[config.mk]
export PLATFORM = sky130hd
export DESIGN_NAME = synapse_scan_ctrl
export DESIGN_NICKNAME = d
export VERILOG_FILES = /design/src/rtl/synapse_scan_ctrl_pkg.sv /design/src/rtl/synapse_credit_counter.sv /design/src/rtl/synapse_scan_ctrl.sv
export SDC_FILE = /design/constraint.sdc
export NUM_CORES = 1
export LEC_CHECK = 0
export ABC_CLOCK_PERIOD_IN_PS = 2900
export CAP_MARGIN = 15
export CORE_MARGIN = 10
export CORE_UTILIZATION = 44
export CTS_CLUSTER_DIAMETER = 80
export DETAILED_ROUTE_END_ITERATION = 16
export MAX_ROUTING_LAYER = met4
export PLACE_DENSITY = 0.84
export SLEW_MARGIN = 0
export SYNTH_ARGS = -nofsm -noshare
export SYNTH_HDL_FRONTEND = slang
export SYNTH_SLANG_ARGS = --single-unit
[constraint.sdc]
create_clock -name iCLK -period 2.9 [get_ports iCLK]
set_input_delay 0.58 -clock iCLK [delete_from_list [all_inputs] [get_ports iCLK]]
set_output_delay 0.58 -clock iCLK [all_outputs]
set_load 0.03 [all_outputs]
[src/rtl/synapse_scan_ctrl_pkg.sv]
// ----------------------------------------------------------------------------
// synapse_scan_ctrl_pkg
// Shared definitions for the Synapse scan scheduler:
//   - scanState_t : scheduler state encoding (IDLE=0, ISSUE=1, DRAIN=2)
//   - modeWidth() : mode field width as a function of the token type
//   - sofBit()/eofBit()/modeLsb() and ADDR_LSB : token field positions in
//     {sof, eof, mode[CW-1:0], addr[AW-1:0]}, MSB first
// ----------------------------------------------------------------------------
package synapse_scan_ctrl_pkg;

   typedef enum logic [1:0] {
      IDLE  = 2'd0,
      ISSUE = 2'd1,
      DRAIN = 2'd2
   } scanState_t;

   // "rc" tokens carry two mode bits, every other token type carries one.
   function automatic int modeWidth(input bit isRc);
      return isRc ? 2 : 1;
   endfunction

   function automatic int sofBit(input int cw, input int aw);
      return cw + aw + 1;
   endfunction

   function automatic int eofBit(input int cw, input int aw);
      return cw + aw;
   endfunction

   function automatic int modeLsb(input int aw);
      return aw;
   endfunction

   localparam int ADDR_LSB = 0;

endpackage

[src/rtl/synapse_credit_counter.sv]
// ----------------------------------------------------------------------------
// synapse_credit_counter
// Tracks tokens issued to the Synapse but not yet completed.
//   iCLK, iRST   : clock, asynchronous active-high reset
//   iInc         : a token was issued this cycle
//   iDec         : a token completed this cycle
//   oCount       : tokens currently in flight, 0..MAX_INFLIGHT
//   oFull        : oCount has reached MAX_INFLIGHT
//   oUnderflow   : a completion arrived while nothing was in flight
// ----------------------------------------------------------------------------
module synapse_credit_counter #(
   parameter  int MAX_INFLIGHT = 4,
   localparam int CNTW         = $clog2(MAX_INFLIGHT + 1)
) (
   input  logic            iCLK,
   input  logic            iRST,
   input  logic            iInc,
   input  logic            iDec,
   output logic [CNTW-1:0] oCount,
   output logic            oFull,
   output logic            oUnderflow
);

   logic decValid;

   // A completion with nothing outstanding is reported, never counted, so
   // the counter cannot wrap below zero.
   assign decValid   = iDec && (oCount != '0);
   assign oUnderflow = iDec && (oCount == '0);
   assign oFull      = (oCount == CNTW'(MAX_INFLIGHT));

   // NOTE: asynchronous reset belongs in the sensitivity list; state updates
   // use non-blocking assignments so every flop samples pre-edge values.
   always_ff @(posedge iCLK or posedge iRST) begin
      if (iRST) begin
         oCount <= '0;
      end else if (iInc && !decValid && !oFull) begin
         oCount <= oCount + CNTW'(1);
      end else if (!iInc && decValid) begin
         oCount <= oCount - CNTW'(1);
      end
   end

endmodule

[src/rtl/synapse_scan_ctrl.sv]
// ----------------------------------------------------------------------------
// synapse_scan_ctrl
// Scheduler in front of one Synapse: scans a window of presynaptic rows by
// issuing {sof, eof, mode, addr} tokens on the AS channel, counts tokens in
// flight by monitoring the BM handshake, and owns the shared weight-write
// port so weights only change when no scan is active or draining.
//   iCLK, iRST                         : clock, asynchronous active-high reset
//   iValid_Start/oReady_Start          : scan request handshake
//   iBase, iCount, iMode               : scan window and mode, sampled at start
//   oBusy, oDone, oErr                 : status (busy, done pulse, sticky error)
//   oValid_AS/iReady_AS/oData_AS       : token channel to the Synapse
//   iValid_BM, iReady_BM               : monitored completion handshake
//   iWE_Host/iAddr_Host/iData_Host     : host weight write request
//   oReady_Host                        : host write granted this cycle
//   oWE_Weit/oAddr_Weit/oData_Weit     : weight write port to the Synapse
// ----------------------------------------------------------------------------
module synapse_scan_ctrl
   import synapse_scan_ctrl_pkg::*;
#(
   parameter  int NA           = 4,
   parameter  int NB           = 4,
   parameter  int WD           = 4,
   parameter      TYPE         = "rc",
   parameter  int MAX_INFLIGHT = 4,
   localparam int AW           = $clog2(NA),
   localparam int WAW          = $clog2(NA * NB),
   localparam int CW           = modeWidth(TYPE == "rc"),
   localparam int TW           = 2 + CW + AW
) (
   input  logic           iCLK,
   input  logic           iRST,
   input  logic           iValid_Start,
   output logic           oReady_Start,
   input  logic [AW-1:0]  iBase,
   input  logic [AW:0]    iCount,
   input  logic [CW-1:0]  iMode,
   output logic           oBusy,
   output logic           oDone,
   output logic           oErr,
   output logic           oValid_AS,
   input  logic           iReady_AS,
   output logic [TW-1:0]  oData_AS,
   input  logic           iValid_BM,
   input  logic           iReady_BM,
   input  logic           iWE_Host,
   input  logic [WAW-1:0] iAddr_Host,
   input  logic [WD-1:0]  iData_Host,
   output logic           oReady_Host,
   output logic           oWE_Weit,
   output logic [WAW-1:0] oAddr_Weit,
   output logic [WD-1:0]  oData_Weit
);

   localparam int CNTW = $clog2(MAX_INFLIGHT + 1);
   localparam int SOF  = sofBit(CW, AW);
   localparam int EOF  = eofBit(CW, AW);
   localparam int MLSB = modeLsb(AW);

   scanState_t      state, nextState;
   logic [AW-1:0]   addr;
   logic [AW-1:0]   nextAddr;
   logic [AW:0]     remaining;
   logic [CW-1:0]   mode;
   logic            sofFlag;
   logic [CNTW-1:0] inflight;
   logic            creditFull;
   logic            underflow;
   logic            startHs;
   logic            asHs;
   logic            bmHs;
   logic            drainEmpty;

   assign startHs = iValid_Start & oReady_Start;
   assign asHs    = oValid_AS & iReady_AS;
   assign bmHs    = iValid_BM & iReady_BM;

   // Drain ends when nothing is outstanding, or the last completion lands now.
   assign drainEmpty = (inflight == '0) || ((inflight == CNTW'(1)) && bmHs);

   assign nextAddr = (addr == AW'(NA - 1)) ? '0 : addr + AW'(1);

   synapse_credit_counter #(
      .MAX_INFLIGHT (MAX_INFLIGHT)
   ) uCredit (
      .iCLK       (iCLK),
      .iRST       (iRST),
      .iInc       (asHs),
      .iDec       (bmHs),
      .oCount     (inflight),
      .oFull      (creditFull),
      .oUnderflow (underflow)
   );

   always_ff @(posedge iCLK or posedge iRST) begin
      if (iRST) state <= IDLE;
      else      state <= nextState;
   end

   // NOTE: every output of this block gets a default before the case so no
   // path leaves a variable unassigned, which would infer a latch.
   always_comb begin
      nextState    = state;
      oReady_Start = 1'b0;
      oReady_Host  = 1'b0;
      oValid_AS    = 1'b0;
      case (state)
         IDLE: begin
            oReady_Host  = 1'b1;
            // A host write in the same cycle wins; the start retries next cycle.
            oReady_Start = !iWE_Host;
            if (iValid_Start && !iWE_Host && (iCount != '0)) nextState = ISSUE;
         end
         ISSUE: begin
            // Credit only drops while waiting, so a raised valid stays up.
            oValid_AS = !creditFull;
            if (!creditFull && iReady_AS && (remaining == (AW+1)'(1))) nextState = DRAIN;
         end
         DRAIN: begin
            if (drainEmpty) nextState = IDLE;
         end
         default: nextState = IDLE;
      endcase
   end

   always_ff @(posedge iCLK or posedge iRST) begin
      if (iRST) begin
         addr      <= '0;
         remaining <= '0;
         mode      <= '0;
         sofFlag   <= 1'b0;
         oDone     <= 1'b0;
         oErr      <= 1'b0;
      end else begin
         oDone <= (startHs && (iCount == '0)) || ((state == DRAIN) && drainEmpty);
         if (underflow) oErr <= 1'b1;
         if (startHs && (iCount != '0)) begin
            addr      <= iBase;
            remaining <= iCount;
            mode      <= iMode;
            sofFlag   <= 1'b1;
         end else if (asHs) begin
            addr      <= nextAddr;
            remaining <= remaining - (AW+1)'(1);
            sofFlag   <= 1'b0;
         end
      end
   end

   // Token is assembled purely from registered fields, so it is stable while
   // the Synapse backpressures and reads zero out of reset.
   always_comb begin
      oData_AS                 = '0;
      oData_AS[SOF]            = sofFlag;
      oData_AS[EOF]            = (remaining == (AW+1)'(1));
      oData_AS[MLSB +: CW]     = mode;
      oData_AS[ADDR_LSB +: AW] = addr;
   end

   assign oBusy      = (state != IDLE);
   assign oWE_Weit   = iWE_Host & oReady_Host;
   assign oAddr_Weit = iAddr_Host;
   assign oData_Weit = iData_Host;

endmodule
==> results of run 1 <==
-- critical path: stages, from the launching register on --
cell and delay [ns]:
dfrtp_1 0.39, inv_1 0.10, ha_1 0.24, nand2_1 0.12, and2_1 0.14, clkdlybuf4s50_1 0.67
-- how the worst max path moves through the flow --
| stage | to | slack, ns | start |
|---|---|---|---|
| after floorplan | oReady_Start | 0.62 | state[1]$_DFFE_PP0P_ |
| after global placement | oWE_Weit | 0.40 | iWE_Host |
| after CTS | oValid_AS | 0.35 | uCredit.oCount[0]$_DFFE_PP0P_ |
| after detailed placement | oWE_Weit | 0.37 | iWE_Host |
| after global routing | oValid_AS | 0.28 | uCredit.oCount[0]$_DFFE_PP0P_ |
| final | oValid_AS | 0.37 | uCredit.oCount[0]$_DFFE_PP0P_ |
-- synthesized netlist by cell type (all sizes together) --
cell type / number
and2b: 1
a21o: 3
o22ai: 1
and2: 2
a21oi: 1
xor2: 1
inv: 7
o2bb2ai: 1
xnor2: 3
a221oi: 1
or2b: 1
nor3: 2
nor2b: 3
nand2: 3
nor4b: 1
nand4: 1
a221o: 3
a31oi: 1
buf: 11
o21ai: 2
maj3: 1
ha: 7
dfrtp: 15
mux2i: 1
nand3: 3
mux2: 2
o31ai: 1
nor2: 7
o21bai: 1
and3: 1
a22o: 1
nand2b: 1
-- registers in the layout, summed over array words and instances (netlist names) --
name,flops
mode,2
oErr,1
state,2
oDone,1
sofFlag,1
remaining,3
addr,2
uCredit.oCount,3
-- power by group --
group	leakage (µW)	total, µW	internal [µW]	switching, µW
combinational	0.000333	834	381	453
sequential	0.000181	396	309	87.1
clock	0.0000177	122	51.4	71.1
-- logic make-up (layout without fill, tap and decap cells) --
| logic type | after synthesis | in the layout |
|---|---|---|
| simple gates | 26 | 26 |
| compound gates | 16 | 16 |
| flops | 15 | 15 |
| mux | 3 | 3 |
| buf+inv | 18 | 37 |
| xor+xnor | 4 | 4 |
| fa+ha+maj | 8 | 8 |
-- cell type report --
class / instances / area share
timing repair buffer: 26 / 0.2201
clock inverter: 1 / 0.004233
sequential: 15 / 0.3175
inverter: 7 / 0.02222
tap: 27 / 0.02857
multi-input combinational: 57 / 0.3884
clock buffer: 3 / 0.01905
-- metrics by stage --
stage | worst slack (ns) | utilization | hold slack [ns]
3_3_place_gp | 0.3983 | 0.5769 | 0.4580
3_5_place_dp | 0.3687 | 0.5769 | 0.4740
2_1_floorplan | 0.6233 | - | 0.4578
5_1_grt | 0.2839 | 0.5906 | 0.5212
4_1_cts | 0.3519 | 0.5906 | 0.4971
6_report | 0.3688 | 0.5906 | 0.4914
-- layer usage --
metal  wire, µm  share of wire
met3        166          0.080
met1        886           0.43
met2        997           0.48
met5          0              0
met4         31          0.015
==> summary.md, run 1 <==
| Metric | Value |
|---|---|
| Post-Synth Simple-Gate Area | `0.1704` |
| TritonCTS clock tree | `built` |
| Critical R2R Launch | `state[1]$_DFFE_PP0P_` |
| Number of global-route vias before repair | `771` |
| Pwr Density | `~1100 nW/µm²` |
| CP max FO | `4` |
| GP Congestion | `roughly 0.74` |
| Worst R2R Path Depth | `4` |
| WP data arrival | `between 1.5 and 2 ns` |
| First DRT Iteration DRCs | `10` |
| Layout cells sized above 1 | `0.1284` |
| Reg-to-Reg End | `remaining[1]$_DFFE_PP0P_` |
| Area of the multi-input gates | `around 460 µm²` |
| Total Power | `roughly 1400 µW` |
| Max-cap check violation count | `0` |
| H-tree levels | `1` |
| Post-Synthesis Cells | `90` |
| Die width | `around 66 µm` |
| Main combinational cell family by area after synthesis | `simple AND/OR/NAND/NOR gates` |
| Design area | `around 1200 µm²` |
| Register area | `375.4 µm²` |
| Finished Layout Cells | `136` |
| Synth Area in Adders | `0.1044` |
| Synth Area per Inst | `between 10 and 15 µm²` |
| Post-cts gate resize count | `0` |
| Area growth syn-to-layout | `24.83%` |
| Hold Buf Count CTS | `0` |
| Std-Cell Rows | `16` |
| Mux cell area share after synthesis | `0.03435` |
| Clock Skew | `0.005249 ns` |
| Hold Vio Cnt, Final | `0` |
| WL final | `2080 µm` |
| Worst Hold End | `sofFlag$_DFFE_PP0P_` |
| CTS max path bufs | `2` |
| Leading cell type in the layout, fill and taps excluded | `clkdlybuf4s50_1` |
| Die Y | `about 66 µm` |
| Number of routed nets with antenna violations | `0` |
| Met2 Track Usage GR | `0.1603` |
| Inst Count DP | `~130` |
| Min-Delay Path Depth | `1` |
| Port Buf Inserts | `26` |
| CTS buffer count | `3` |
| Netlist area before placement | `947.2 µm²` |
| Io pins | `43` |
| Via count | `701` |
| Yosys warns | `0` |
| Setup TNS | `0 ns` |
| Synth top area share | `0.3963` |
| Distinct cell type count after synthesis | `36` |
| Sink Count | `15` |
| DR pass1 iterations | `4` |
| Critical path type | `reg -> out` |
| Status | `finished, final reports clean` |
| Hold path startpoint | `sofFlag$_DFFE_PP0P_` |
| Filler cells | `about 190` |
| Post-layout min period | `2.531 ns` |
| Core area | `2002 µm²` |
| Clock Latency Late Sink | `about 0.29 ns` |
| # diodes | `0` |
| Flop2flop setup slack | `~1.2 ns` |
| Unrepaired setup endpoints after global routing | `no` |
| Synth area leaders | `dfrtp_1 40%, ha_1 9.2%, buf_4 7.9%` |
| Post-synth net total | `roughly 120` |
| DR vias/cell | `slightly above 5` |
| Leakage power | `around 0.00053 µW` |
| Total gr overflow | `0` |
| Initial antenna violation count | `0` |
| Sequential fraction of the synthesis area | `0.3963` |
| DIE AREA | `approximately 4400 µm²` |
| Reg clk slew, reported paths | `~0.090 ns` |
| Slew @ Worst Pin | `slightly below 0.6 ns` |
| Drt wl/cell | `~15 µm` |
| Most frequent cells in the layout | `26 x clkdlybuf4s50_1, 15 x dfrtp_1, 7 x inv_1, 7 x ha_1, 6 x nor2_1` |
| GR Layer Usage met3 | `0.03729` |
| Largest area contributor in the netlist | `dfrtp_1` |
| Residual DRC count | `0` |
| GRT Total Usage | `0.1031` |
| Peak VDD IR | `around 0.56 mV` |
| Post-synthesis xor/xnor area fraction | `0.03699` |
| Setup Fix Bufs, Post-CTS | `0` |
| Grt met1 use | `0.1121` |
| Final Setup Violations | `0` |
| Crit. End Element | `output port` |
| Crit share post-route | `0.8728` |
| Max Freq | `about 400 MHz` |
| GR peak layer | `met2` |
| Max-Slew Margin vs Limit | `0.6064` |
| DP Area | `~1200 µm²` |
| Hold crit path type | `reg -> reg` |
| Slew Limit Fails | `0` |
| Critical Path Start Type | `flop` |
| Initial core utilization | `0.4731` |
| HPWL after detailed placement | `approximately 1700 µm` |
| Layout Nets | `139` |
| Synthesized flop and latch total | `15` |
| First-pass GRT wire length | `around 3500 µm` |
| Worst path required time | `2.32 ns` |
| Compound-Gate Fraction of Synth Area | `0.1387` |
| Pin count of the biggest net entering global routing | `16` |
| CTS root buf | `clkbuf_4` |
Note: power is estimated with default switching activity, not from simulation.
==> inputs of run 2 (changes only) <==
--- a/config.mk
+++ b/config.mk
@@ -17,3 +17,4 @@
 export SYNTH_ARGS = -nofsm -noshare
 export SYNTH_HDL_FRONTEND = slang
 export SYNTH_SLANG_ARGS = --single-unit
+export TNS_END_PERCENT = 10
==> results of run 2 <==
Same layout as run 1: the final DEF is identical, and so are final timing and power.
